<file path="src/rtl/pulse_cmp_pkg.sv">
// Shared types for the pulse-order comparator array.
// Per-channel state, update-operand select codes and the direction each select implies.
package pulse_cmp_pkg;

  typedef enum logic [1:0] {
    IDLE   = 2'd0,
    X_ONLY = 2'd1,
    Y_ONLY = 2'd2,
    BOTH   = 2'd3
  } cmp_state_t;

  typedef enum logic [2:0] {
    SEL_NONE    = 3'd0,
    SEL_CAPTURE = 3'd1,
    SEL_MINUS   = 3'd2,
    SEL_SEARCH  = 3'd3,
    SEL_BACKOFF = 3'd4
  } upd_sel_t;

  // Capture and search potentiate; minus and backoff depress.
  function automatic logic sel_is_inc(input upd_sel_t sel);
    return (sel == SEL_CAPTURE) || (sel == SEL_SEARCH);
  endfunction

endpackage

</file>
<file path="src/rtl/pulse_cmp_ch.sv">
// One comparator channel: pulse-order FSM, operand select and registered update outputs.
// Optional build macro PULSE_TIE_MINUS_EN: a same-cycle x/y tie emits u_minus (inc=0) instead of u_capture.
//
// state  | meaning
// IDLE   | window open, neither pulse arrived yet
// X_ONLY | x seen, waiting for y
// Y_ONLY | y seen, waiting for x
// BOTH   | order resolved and emitted; rest of window ignored
module pulse_cmp_ch
  import pulse_cmp_pkg::*;
#(
  parameter int PW = 7
) (
  input  logic          clk,
  input  logic          rst,
  input  logic          gamma_end,
  input  logic          ch_en,
  input  logic          x_pulse,
  input  logic          y_pulse,
  input  logic [PW-1:0] u_capture,
  input  logic [PW-1:0] u_minus,
  input  logic [PW-1:0] u_search,
  input  logic [PW-1:0] u_backoff,
  output logic          upd_valid,
  output logic          upd_inc,
  output logic [PW-1:0] upd_prob
);

`ifdef PULSE_TIE_MINUS_EN
  localparam upd_sel_t TIE_SEL = SEL_MINUS;
`else
  localparam upd_sel_t TIE_SEL = SEL_CAPTURE;
`endif

  cmp_state_t    state, next_state, pulse_state;
  upd_sel_t      sel;
  logic [PW-1:0] sel_prob;

  always_ff @(posedge clk) begin
    if (rst) state <= IDLE;
    else     state <= next_state;
  end

  always_comb begin
    pulse_state = state;
    sel         = SEL_NONE;
    next_state  = state;

    case (state)
      IDLE: begin
        if (x_pulse && y_pulse) begin
          pulse_state = BOTH;
          sel         = TIE_SEL;
        end else if (x_pulse) begin
          pulse_state = X_ONLY;
        end else if (y_pulse) begin
          pulse_state = Y_ONLY;
        end
      end
      X_ONLY: if (y_pulse) begin
        pulse_state = BOTH;
        sel         = SEL_CAPTURE;
      end
      Y_ONLY: if (x_pulse) begin
        pulse_state = BOTH;
        sel         = SEL_MINUS;
      end
      default: pulse_state = BOTH;
    endcase

    // Close acts on the post-pulse state, so a same-cycle order emission blocks the close one.
    if (gamma_end) begin
      next_state = IDLE;
      if (pulse_state == X_ONLY)      sel = SEL_SEARCH;
      else if (pulse_state == Y_ONLY) sel = SEL_BACKOFF;
    end else begin
      next_state = pulse_state;
    end

    if (!ch_en) begin
      next_state = IDLE;
      sel        = SEL_NONE;
    end
  end

  always_comb begin
    sel_prob = '0;
    case (sel)
      SEL_CAPTURE: sel_prob = u_capture;
      SEL_MINUS:   sel_prob = u_minus;
      SEL_SEARCH:  sel_prob = u_search;
      SEL_BACKOFF: sel_prob = u_backoff;
      default:     sel_prob = '0;
    endcase
  end

  always_ff @(posedge clk) begin
    if (rst) begin
      upd_valid <= 1'b0;
      upd_inc   <= 1'b0;
      upd_prob  <= '0;
    end else begin
      upd_valid <= (sel != SEL_NONE);
      upd_inc   <= sel_is_inc(sel);
      upd_prob  <= sel_prob;
    end
  end

endmodule

</file>
<file path="src/rtl/pulse_cmp_array.sv">
// N_CH-channel pulse-order comparator; y_pulse, gamma_end and operands are shared.
// Tie handling follows the PULSE_TIE_MINUS_EN build macro inside pulse_cmp_ch.
module pulse_cmp_array
  import pulse_cmp_pkg::*;
#(
  parameter int N_CH = 8,
  parameter int PW   = 7
) (
  input  logic             clk,
  input  logic             rst,
  input  logic             gamma_end,
  input  logic [N_CH-1:0]  ch_en,
  input  logic [N_CH-1:0]  x_pulse,
  input  logic             y_pulse,
  input  logic [PW-1:0]    u_capture,
  input  logic [PW-1:0]    u_minus,
  input  logic [PW-1:0]    u_search,
  input  logic [PW-1:0]    u_backoff,
  output logic [N_CH-1:0]  upd_valid,
  output logic [N_CH-1:0]  upd_inc,
  output logic [N_CH*PW-1:0] upd_prob
);

  for (genvar i = 0; i < N_CH; i++) begin : g_ch
    pulse_cmp_ch #(.PW(PW)) u_ch (
      .clk       (clk),
      .rst       (rst),
      .gamma_end (gamma_end),
      .ch_en     (ch_en[i]),
      .x_pulse   (x_pulse[i]),
      .y_pulse   (y_pulse),
      .u_capture (u_capture),
      .u_minus   (u_minus),
      .u_search  (u_search),
      .u_backoff (u_backoff),
      .upd_valid (upd_valid[i]),
      .upd_inc   (upd_inc[i]),
      .upd_prob  (upd_prob[i*PW +: PW])
    );
  end

endmodule

</file>
<file path="config.mk">
export PLATFORM = sky130hd
export DESIGN_NAME = pulse_cmp_array
export DESIGN_NICKNAME = d
export VERILOG_FILES = /design/src/rtl/pulse_cmp_pkg.sv /design/src/rtl/pulse_cmp_ch.sv /design/src/rtl/pulse_cmp_array.sv
export SDC_FILE = /design/constraint.sdc
export NUM_CORES = 1
export LEC_CHECK = 0
export BUFFER_PORTS_ARGS = -buffer_cell sky130_fd_sc_hd__buf_2
export CAP_MARGIN = 20
export CORE_ASPECT_RATIO = 0.5
export CORE_MARGIN = 1.5
export CORE_UTILIZATION = 35
export DETAILED_ROUTE_END_ITERATION = 8
export PLACE_DENSITY = 0.59
export SLEW_MARGIN = 40
export SYNTH_ARGS = -nofsm -noshare
export SYNTH_HDL_FRONTEND = slang
export SYNTH_SLANG_ARGS = --single-unit
</file>
<file path="constraint.sdc">
create_clock -name clk -period 1.2 [get_ports clk]
set_input_delay 0.12 -clock clk [delete_from_list [all_inputs] [get_ports clk]]
set_output_delay 0.12 -clock clk [all_outputs]
set_load 0.005 [all_outputs]
</file>
==> results.py, run 1 <==
metrics = {
    "global_routing": {
        "grtUsageTotal": 0.231,
        "grt_overflow": 0,
        "number_of_global_route_vias_before_repair": 4198,
        "grt_pass1_wl_um": 23000,
        "initial_antenna_violation_count": 0,
        "grt_max_degree": 29,
    },
    "synth": {
        "synthesis.instances": 554,
        "ys_types": 32,
        "yosys_most_used_dff": "dfxtp_1",
        "synthSimpleGateAreaFrac": 0.229,
        "synth.yosys.seq_area_share": 0.399,
        "synth_top_area_frac": 0.399,
        "synth_area_leader_cell": "dfxtp_1",
        "asyncSetResetFlopFracSynth": 0,
        "synth.area.top_cells": "dfxtp_1 40%, o21a_1 8.3%, nor2_1 7.1%",
        "number_of_enable_flip_flop_cells_after_synthesis": 0,
        "synth_common_cells": "88 x dfxtp_1, 84 x nor2_1, 56 x a21oi_1",
        "yosys-mux-area-fraction": 0,
        "yosysMostFrequentCell": "dfxtp_1",
        "synth_compound_gate_area_share": 0.296,
        "synth.yosys.warnings": 0,
        "post_synth_instance_area_um2": 4410,
        "synth_fa_ha_area_frac": 0,
        "yosys.area_share.xor_xnor": 0,
        "postSynthRegisterBits": 88,
        "avgSynthCellArea_um2": 7.96,
        "synth_fp_nets": 602,
        "main_combinational_cell_family_by_area_after_synthesis": "compound AO/OA/AOI/OAI gates",
    },
    "detailed_routing": {
        "final_antenna_net_count": 0,
        "drt-pass1-iter-count": 5,
        "vias": 4561,
        "detail_route.vias_per_cell": 5.31,
        "routed_wire_length_per_instance_um": 17.8,
        "drt_iter0_markers": 358,
        "drcViolationCount": 0,
        "wirelength_um": 15300,
    },
    "timing": {
        "clock_tree_skew_after_final_layout_ns": 0.00609,
        "finalCritPeriodShare": 1.02,
        "period_minus_slack_ns": 1.22,
        "post-route-worst-setup-slack_ns": -0.0249,
        "final-setup-viol-count": 7,
        "report.final.slew_viol_count": 0,
        "tightestPinTransition_ns": 0.698,
        "fmax_mhz": 816,
        "setup_repair_after_global_routing_missed_its_margin": "true",
        "report.final.hold_viol_count": 0,
        "final.setup.tns_ns": -0.0820,
        "slew-limit-headroom": 0.533,
    },
    "min_path": {
        "holdCritPathClass": "in -> reg",
        "launch_point_of_the_worst_hold_path": "ch_en[6]",
    },
    "worst_setup_path": {
        "worst_setup_path_startpoint": "g_ch[3].u_ch.state[1]",
        "timing_worst_setup_path_type": "reg -> reg",
        "crit_path_max_fanout": 8,
        "setup.worst_path.start_class": "flip-flop",
        "crit_buf_inv": 1,
        "critPathCaptureType": "flip-flop",
        "worst_path_dominant_cell_family": "compound AO/OA/AOI/OAI gates",
        "worstPathArrival_ns": 1.50,
        "regToRegStartpoint": "g_ch[3].u_ch.state[1]",
        "cp_cell_sequence": "buf_6, a221oi_4, nand3b_4, a21oi_2",
        "timing.critical_path.slowest_cell_delay_ns": 0.38,
        "cp_max_delay_cell": "dfxtp_4",
        "worst_ep_required_time_ns": 1.47,
    },
    "run": {
        "drv.max_cap_violation_count": 0,
    },
    "floorplan": {
        "floorplan.initialDensity": 0.366,
        "die_width_um": 162,
        "cell_rows": 28,
        "core_region_area_um2": 12100,
        "dieHeight_um": 82.4,
        "die_area_um2": 13300,
        "pin_count": 120,
    },
    "final_layout": {
        "layout-area-overhead-vs-synth_pct": 36.6,
        "layout-drive-gt1-share": 0.388,
        "number_of_fillers_in_the_final_layout": 1179,
        "final_cell_area_um2": 6030,
        "num_antenna_cells": 0,
        "design.final.nets": 737,
        "non_filler_instance_count_after_layout": 859,
        "postLayoutCoreUtil": 0.500,
    },
    "clock_tree": {
        "tritoncts": "done",
        "tritoncts.num_buffers": 9,
        "clkTransAtPathRegs_ns": 0.06,
        "clk_latency_worst_skew_pair_ns": 0.34,
        "hold_buffers": 0,
        "max-clock-path-buffers": 2,
        "cts-htree-levels": 3,
        "clkSinkCount": 88,
        "clock-root-buffer": "clkbuf_16",
    },
    "placed_design": {
        "placedCellCount": 836,
        "buffer_ports.inserted": 119,
        "gp_congestion": 0.868,
        "pre_cts_slack_ns": -0.388,
        "place.detailed.hpwl_um": 10600,
        "placed_area_um2": 5450,
    },
    "power_and_ir_drop": {
        "ir_worst_vdd_mv": 0.717,
        "power.leakage_nw": 2.55,
        "power_density_over_the_cells_nw_per_um2": 1240,
    },
    "run_status": {
        "violations": "setup timing",
        "run_status": "finished with violations",
    },
}
==> registers in the layout (all words and copies together), names as in the netlist <==
name / count
g_ch.u_ch.state: 16
g_ch.u_ch.upd_inc: 8
g_ch.u_ch.upd_prob: 56
g_ch.u_ch.upd_valid: 8
==> area by class of cell <==
type | count | area, µm² | area share
Timing Repair Buffer | 191 | 1210 | 0.201
Tap cell | 165 | 206 | 0.0343
Inverter | 1 | 3.75 | 0.000623
Clock inverter | 5 | 104 | 0.0172
Clock buffer | 11 | 243 | 0.0403
Multi-Input combinational cell | 398 | 2480 | 0.411
Sequential cell | 88 | 1780 | 0.295
==> worst reg2reg max path, delay by kind of cell, from the launching register on <==
family	cells	cell delay (ns)
AOI/OAI and AO/OA	2	0.47
DFF	1	0.38
and+or+nand+nor	1	0.20
buffers and inverters	1	0.12
==> what timing repair did <==
action / in CTS / in global routing
gates resized for setup: 24 / 39
cloned: 0 / 0
endpoints found under the hold margin: 0 / 0
buffers inserted: 6 / 1
pin swaps: 8 / 5
setup endpoints to repair: 47 / 62
==> worst paths after layout <==
check / endpoint / slack [ns] / cells past startpoint
hold / removal: g_ch[6].u_ch.upd_inc / 0.03 / 3
hold reg to reg: g_ch[7].u_ch.state[0] / 0.54 / 2
setup / recovery: g_ch[3].u_ch.upd_prob[1] / -0.02 / 4
setup reg to reg: g_ch[3].u_ch.upd_prob[1] / -0.02 / 4
==> cells in the final DEF (no fill, tap or decap), types with 5 or more instances in the layout <==
master / synthesis / routed
a211oi_4: 7 / 7
a21oi_1: 56 / 49
a21oi_2: 0 / 7
a22oi_1: 7 / 7
a22oi_2: 7 / 7
a32oi_1: 7 / 7
and2_2: 0 / 6
and2b_1: 6 / 6
buf_12: 0 / 5
buf_2: 15 / 119
buf_4: 17 / 63
clkbuf_16: 0 / 9
dfxtp_1: 88 / 77
dfxtp_2: 0 / 9
nand2_1: 16 / 16
nand3_1: 49 / 49
nand3b_1: 7 / 7
nor2_1: 84 / 81
nor2b_4: 0 / 5
nor3_1: 10 / 9
o21a_1: 49 / 49
o21ai_0: 53 / 44
o21ai_1: 5 / 12
==> cell families after synthesis <==
kind of cell    after synthesis
flops                        88
simple gates                205
compound gates              193
buf+inv                      68
==> power by group <==
part           total, W  internal (W)  switching [W]
registers       0.00304       0.00300      0.0000374
logic           0.00119      0.000496       0.000699
clock network   0.00326       0.00209        0.00116
total           0.00749       0.00559        0.00190
==> per-stage QoR <==
step           total power [W]  hold WS, ns
2_1_floorplan          0.00370        0.234
3_3_place_gp           0.00420        0.384
3_5_place_dp           0.00420        0.390
4_1_cts                0.00751       0.0285
5_1_grt                0.00779       0.0552
6_report               0.00749       0.0317
==> per-layer routing <==
layer  GRT usage  up-vias  share of wire
li1            -     2192              -
met1       0.306     2123           0.45
met2       0.364      211           0.43
met3      0.0644       35          0.095
met4      0.0826        0          0.025
met5           0        -              0
No activity file was read; power rests on OpenSTA's default activity.
==> inputs of run 2 (changes only) <==
- CORE_UTILIZATION: 35 -> 40
- PLACE_DENSITY: 0.59 -> 0.64
- SLEW_MARGIN: 40 -> 20
- clock period: 1.2 -> 1.4 ns (I/O delays scaled with it)
==> results.py, run 2 (synthesized netlist as in run 1, its figures left out) <==
metrics = {
    "placed_design": {
        "place.detailed.hpwl_um": 10200,
        "placedCellCount": 792,
        "gp_congestion": 0.922,
        "buffer_ports.inserted": 119,
    },
    "global_routing": {
        "grt_pass1_wl_um": 22600,
        "grt.busiest_layer": "met2",
        "grt.met3_usage": 0.0673,
        "initial_antenna_violation_count": 0,
        "number_of_global_route_vias_before_repair": 4263,
        "grt_max_degree": 20,
        "grt_overflow": 0,
        "grtUsageTotal": 0.259,
        "met2_usage": 0.392,
        "grt.met1_usage": 0.342,
    },
    "timing": {
        "period_minus_slack_ns": 1.32,
        "finalCritPeriodShare": 0.940,
        "tightestPinTransition_ns": 0.748,
        "setup_repair_after_global_routing_missed_its_margin": "false",
        "report.final.slew_viol_count": 0,
        "fmax_mhz": 760,
        "clock_tree_skew_after_final_layout_ns": 0.00608,
        "final-setup-viol-count": 0,
        "hold-worst-slack_ns": 0.0475,
        "slew-limit-headroom": 0.500,
        "report.final.hold_viol_count": 0,
    },
    "power_and_ir_drop": {
        "power_density_over_the_cells_nw_per_um2": 1080,
        "clock_power_share": 0.418,
        "switching_share_of_power": 0.263,
        "power.sequential.fraction": 0.429,
        "combinationalPowerShare": 0.153,
        "ir_worst_vdd_mv": 0.581,
        "power_switching_w": 0.00160,
        "power.leakage_nw": 2.37,
        "p_int_w": 0.00448,
    },
    "floorplan": {
        "die_width_um": 152,
        "die_area_um2": 11700,
        "dieHeight_um": 77.3,
        "cell_rows": 26,
        "floorplan.initialDensity": 0.421,
        "pin_count": 120,
        "core_region_area_um2": 10500,
    },
    "worst_setup_path": {
        "regToRegStartpoint": "g_ch[4].u_ch.state[1]",
        "worst-r2r-cell-count": 3,
        "worst_ep_required_time_ns": 1.62,
        "setup.worst_path.start_class": "flip-flop",
        "reg2reg_slack_ns": 0.08,
        "critPathCaptureType": "flip-flop",
        "worstPathArrival_ns": 1.54,
        "worst_setup_path_startpoint": "g_ch[4].u_ch.state[1]",
        "timing_worst_setup_path_type": "reg -> reg",
        "crit_path_max_fanout": 9,
        "timing.rr.end": "g_ch[4].u_ch.upd_inc",
        "end_point_of_the_critical_path": "g_ch[4].u_ch.upd_inc",
    },
    "clock_tree": {
        "hold_buffers": 0,
        "cts-htree-levels": 3,
        "max-clock-path-buffers": 2,
        "clkTransAtPathRegs_ns": 0.06,
        "post_cts_setup_buffers": 0,
        "tritoncts": "done",
        "clkSinkCount": 88,
        "tritoncts.num_buffers": 9,
        "clk_latency_worst_skew_pair_ns": 0.34,
        "clock-root-buffer": "clkbuf_16",
    },
    "detailed_routing": {
        "drt_iter0_markers": 424,
        "wirelength_um": 14700,
        "drcViolationCount": 0,
        "drt-pass1-iter-count": 5,
        "final_antenna_net_count": 0,
        "routed_wire_length_per_instance_um": 18.2,
        "detail_route.vias_per_cell": 5.56,
        "vias": 4492,
    },
    "final_layout": {
        "design.final.nets": 711,
        "number_of_fillers_in_the_final_layout": 1053,
        "most_common_cell_after_layout_fill_and_taps_aside": "buf_2",
        "final_cell_mix": "119 x buf_2, 86 x dfxtp_1, 84 x nor2_1",
        "layout-area-overhead-vs-synth_pct": 27.3,
        "layout-drive-gt1-share": 0.311,
        "largest_register_ffs": 56,
        "num_antenna_cells": 0,
        "non_filler_instance_count_after_layout": 808,
        "registers.top_by_ff_count": "g_ch.u_ch.upd_prob",
        "layout_top_registers": "g_ch.u_ch.upd_prob x56, g_ch.u_ch.state x16",
    },
    "min_path": {
        "holdCritPathClass": "in -> reg",
        "whs_path_depth": 3,
    },
    "run": {
        "drv.max_cap_violation_count": 0,
    },
    "run_status": {
        "run_status": "completed",
    },
}
## run 2: worst min path at each step
stage	start	end	slack (ns)
6_report	ch_en[5]	g_ch[5].u_ch.upd_inc	0.05
3_3_place_gp	ch_en[5]	g_ch[5].u_ch.upd_inc	0.40
3_5_place_dp	ch_en[5]	g_ch[5].u_ch.upd_inc	0.40
4_1_cts	ch_en[5]	g_ch[5].u_ch.upd_inc	0.04
2_1_floorplan	ch_en[5]	g_ch[5].u_ch.upd_inc	0.25
5_1_grt	ch_en[5]	g_ch[5].u_ch.upd_inc	0.06
## run 2: what timing repair did
item,4_1_cts,5_1_grt
endpoints found under the setup margin,1,20
pin swaps,0,1
gates resized for setup,1,7
## run 2: cell type report
type                    count  area, µm²  share of cell area
flip-flops and latches     88       1760               0.314
clock inverters             3       47.5             0.00847
multi-input cells         398       2340               0.416
inverters                   1       3.75            0.000668
repair buffers            165       1020               0.181
clock buffers              13        270              0.0481
well taps                 140        175              0.0312
## run 2: power groups by stage
stage	Sequential (W)	Combinational, W	Clock (W)
2_1_floorplan	0.00265	0.000513	0
3_3_place_gp	0.00266	0.000898	0
3_5_place_dp	0.00266	0.000900	0
4_1_cts	0.00261	0.000905	0.00257
5_1_grt	0.00261	0.000996	0.00269
6_report	0.00261	0.000929	0.00254
## run 2: worst max-delay path, stage by stage, from the launching register on
cell	delay (ns)
dfxtp_1	0.33
buf_4	0.17
or2_1	0.36
nor4b_2	0.35
## run 2: metal layers
layer	vias to the layer above	routed length, µm
met1	2064	6200
met5	-	0
met2	238	6380
met3	51	1490
met4	0	637
li1	2139	-
## run 2: stage by stage
step / util / area, µm² / TNS, ns / total power (W) / worst slack (ns)
final: 0.536 / 5620 / 0 / 0.00607 / 0.0836
after CTS: 0.534 / 5590 / 0 / 0.00609 / 0.0397
after detailed placement: 0.503 / 5270 / -2.99 / 0.00356 / -0.140
after global routing: 0.536 / 5620 / 0 / 0.00630 / 0.00361
after global placement: 0.503 / 5270 / -5.27 / 0.00356 / -0.168
after floorplan: - / 4410 / 0 / 0.00317 / 0.104
==> inputs of run 3 (changes only) <==
- RECOVER_POWER: not set -> 100
==> results.py, run 3 (synthesized netlist as in run 1, its figures left out) <==
metrics = {
    "run_status": {
        "run_status": "completed",
    },
    "timing": {
        "final-setup-viol-count": 0,
        "period_minus_slack_ns": 1.34,
        "clock_tree_skew_after_final_layout_ns": 0.00576,
        "tightestPinTransition_ns": 0.744,
        "setup_repair_after_global_routing_missed_its_margin": "false",
        "hold-worst-slack_ns": 0.0474,
        "fmax_mhz": 748,
        "report.final.slew_viol_count": 0,
        "report.final.hold_viol_count": 0,
        "slew-limit-headroom": 0.503,
        "finalCritPeriodShare": 0.955,
    },
    "worst_setup_path": {
        "reg2reg_slack_ns": 0.06,
        "crit_path_max_fanout": 9,
        "crit_buf_inv": 1,
        "end_point_of_the_critical_path": "g_ch[4].u_ch.upd_inc",
        "cp_cell_sequence": "buf_4, or2_1, nor4b_2",
        "worst_path_dominant_cell_family": "simple AND/OR/NAND/NOR gates",
        "worst_ep_required_time_ns": 1.62,
        "worst_setup_path_startpoint": "g_ch[4].u_ch.state[1]",
        "timing.critical_path.slowest_cell_delay_ns": 0.36,
        "regToRegStartpoint": "g_ch[4].u_ch.state[1]",
        "worst-r2r-cell-count": 3,
        "critPathCaptureType": "flip-flop",
        "worstPathArrival_ns": 1.56,
        "timing_worst_setup_path_type": "reg -> reg",
        "timing.rr.end": "g_ch[4].u_ch.upd_inc",
        "cp_max_delay_cell": "or2_1",
        "setup.worst_path.start_class": "flip-flop",
        "cp_num_cells": 3,
    },
    "clock_tree": {
        "cts-htree-levels": 3,
        "clk_latency_worst_skew_pair_ns": 0.34,
        "hold_buffers": 0,
        "clkTransAtPathRegs_ns": 0.06,
        "tritoncts": "done",
        "clock-root-buffer": "clkbuf_16",
        "tritoncts.num_buffers": 9,
        "max-clock-path-buffers": 2,
        "clkSinkCount": 88,
    },
    "floorplan": {
        "floorplan.initialDensity": 0.421,
        "die_width_um": 152,
        "pin_count": 120,
        "cell_rows": 26,
        "dieHeight_um": 77.3,
        "core_region_area_um2": 10500,
        "die_area_um2": 11700,
    },
    "placed_design": {
        "buffer_ports.inserted": 119,
        "place.detailed.hpwl_um": 10200,
        "placedCellCount": 792,
        "gp_congestion": 0.922,
    },
    "final_layout": {
        "largest_register_ffs": 56,
        "non_filler_instance_count_after_layout": 808,
        "layout-area-overhead-vs-synth_pct": 26.0,
        "design.final.nets": 711,
        "num_antenna_cells": 0,
        "layout-drive-gt1-share": 0.249,
        "final_cell_mix": "86 x dfxtp_1, 84 x nor2_1, 77 x buf_2",
        "registers.top_by_ff_count": "g_ch.u_ch.upd_prob",
        "layout_top_registers": "g_ch.u_ch.upd_prob x56, g_ch.u_ch.state x16",
        "most_common_cell_after_layout_fill_and_taps_aside": "dfxtp_1",
    },
    "global_routing": {
        "initial_antenna_violation_count": 0,
        "grtUsageTotal": 0.259,
        "met2_usage": 0.392,
        "grt.met3_usage": 0.0673,
        "grt_pass1_wl_um": 22600,
        "grt.met1_usage": 0.342,
        "grt_overflow": 0,
        "grt.busiest_layer": "met2",
        "number_of_global_route_vias_before_repair": 4263,
        "grt_max_degree": 20,
    },
    "power_and_ir_drop": {
        "switching_share_of_power": 0.262,
        "power_density_over_the_cells_nw_per_um2": 1090,
        "power_switching_w": 0.00159,
        "p_int_w": 0.00447,
        "combinationalPowerShare": 0.152,
        "clock_power_share": 0.417,
        "ir_worst_vdd_mv": 0.581,
        "power.sequential.fraction": 0.431,
        "power.leakage_nw": 2.19,
    },
    "detailed_routing": {
        "drt-pass1-iter-count": 6,
        "detail_route.vias_per_cell": 5.61,
        "wirelength_um": 14700,
        "drt_iter0_markers": 436,
        "routed_wire_length_per_instance_um": 18.2,
        "drcViolationCount": 0,
        "final_antenna_net_count": 0,
        "vias": 4531,
    },
    "min_path": {
        "launch_point_of_the_worst_hold_path": "ch_en[5]",
        "holdCritPathClass": "in -> reg",
    },
    "run": {
        "drv.max_cap_violation_count": 0,
    },
}
==> run 3: cell type report <==
class	instances	area [µm²]
Fill cell	1074	4910
Multi-Input combinational cell	398	2340
Sequential cell	88	1760
Timing Repair Buffer	165	961
Clock buffer	13	270
Tap cell	140	175
Clock inverter	3	47.5
Inverter	1	3.75
==> run 3: worst min path at each step <==
stage / to / slack, ns / depth (start not counted)
after floorplan: g_ch[5].u_ch.upd_inc / 0.25 / 2
after global placement: g_ch[5].u_ch.upd_inc / 0.40 / 3
after detailed placement: g_ch[5].u_ch.upd_inc / 0.40 / 3
after CTS: g_ch[5].u_ch.upd_inc / 0.04 / 3
after global routing: g_ch[5].u_ch.upd_inc / 0.06 / 3
final: g_ch[5].u_ch.upd_inc / 0.05 / 3
==> run 3: stage by stage <==
stage | instance area [µm²] | worst slack [ns] | TNS (ns) | total power, W | util
6_report | 5560 | 0.0624 | 0 | 0.00606 | 0.531
2_1_floorplan | 4410 | 0.104 | 0 | 0.00317 | -
3_5_place_dp | 5270 | -0.140 | -2.99 | 0.00356 | 0.503
4_1_cts | 5590 | 0.0397 | 0 | 0.00609 | 0.534
3_3_place_gp | 5270 | -0.168 | -5.27 | 0.00356 | 0.503
5_1_grt | 5560 | 0.00360 | 0 | 0.00629 | 0.531
==> run 3: power by group through the flow <==
stage	clock network [W]	logic [W]	registers, W
finish	0.00253	0.000920	0.00261
global route	0.00269	0.000986	0.00262
CTS	0.00257	0.000905	0.00261
detailed placement	0	0.000900	0.00266
global placement	0	0.000898	0.00266
floorplan	0	0.000513	0.00265
==> run 3: repair_timing <==
item,in CTS,in global routing
buffers inserted,0,0
setup endpoints to repair,1,20
endpoints found under the hold margin,0,0
pin swaps,0,1
gates resized for setup,1,7
==> run 3: routing by layer <==
layer	share of wire	routed length, µm
met3	0.10	1480
met5	0	0
met1	0.42	6190
met4	0.044	651
met2	0.44	6410
==> run 3: worst min-delay path, stage by stage <==
cell	delay, ns
buf_2	0.12
nand2_1	0.05
nor2_1	0.03
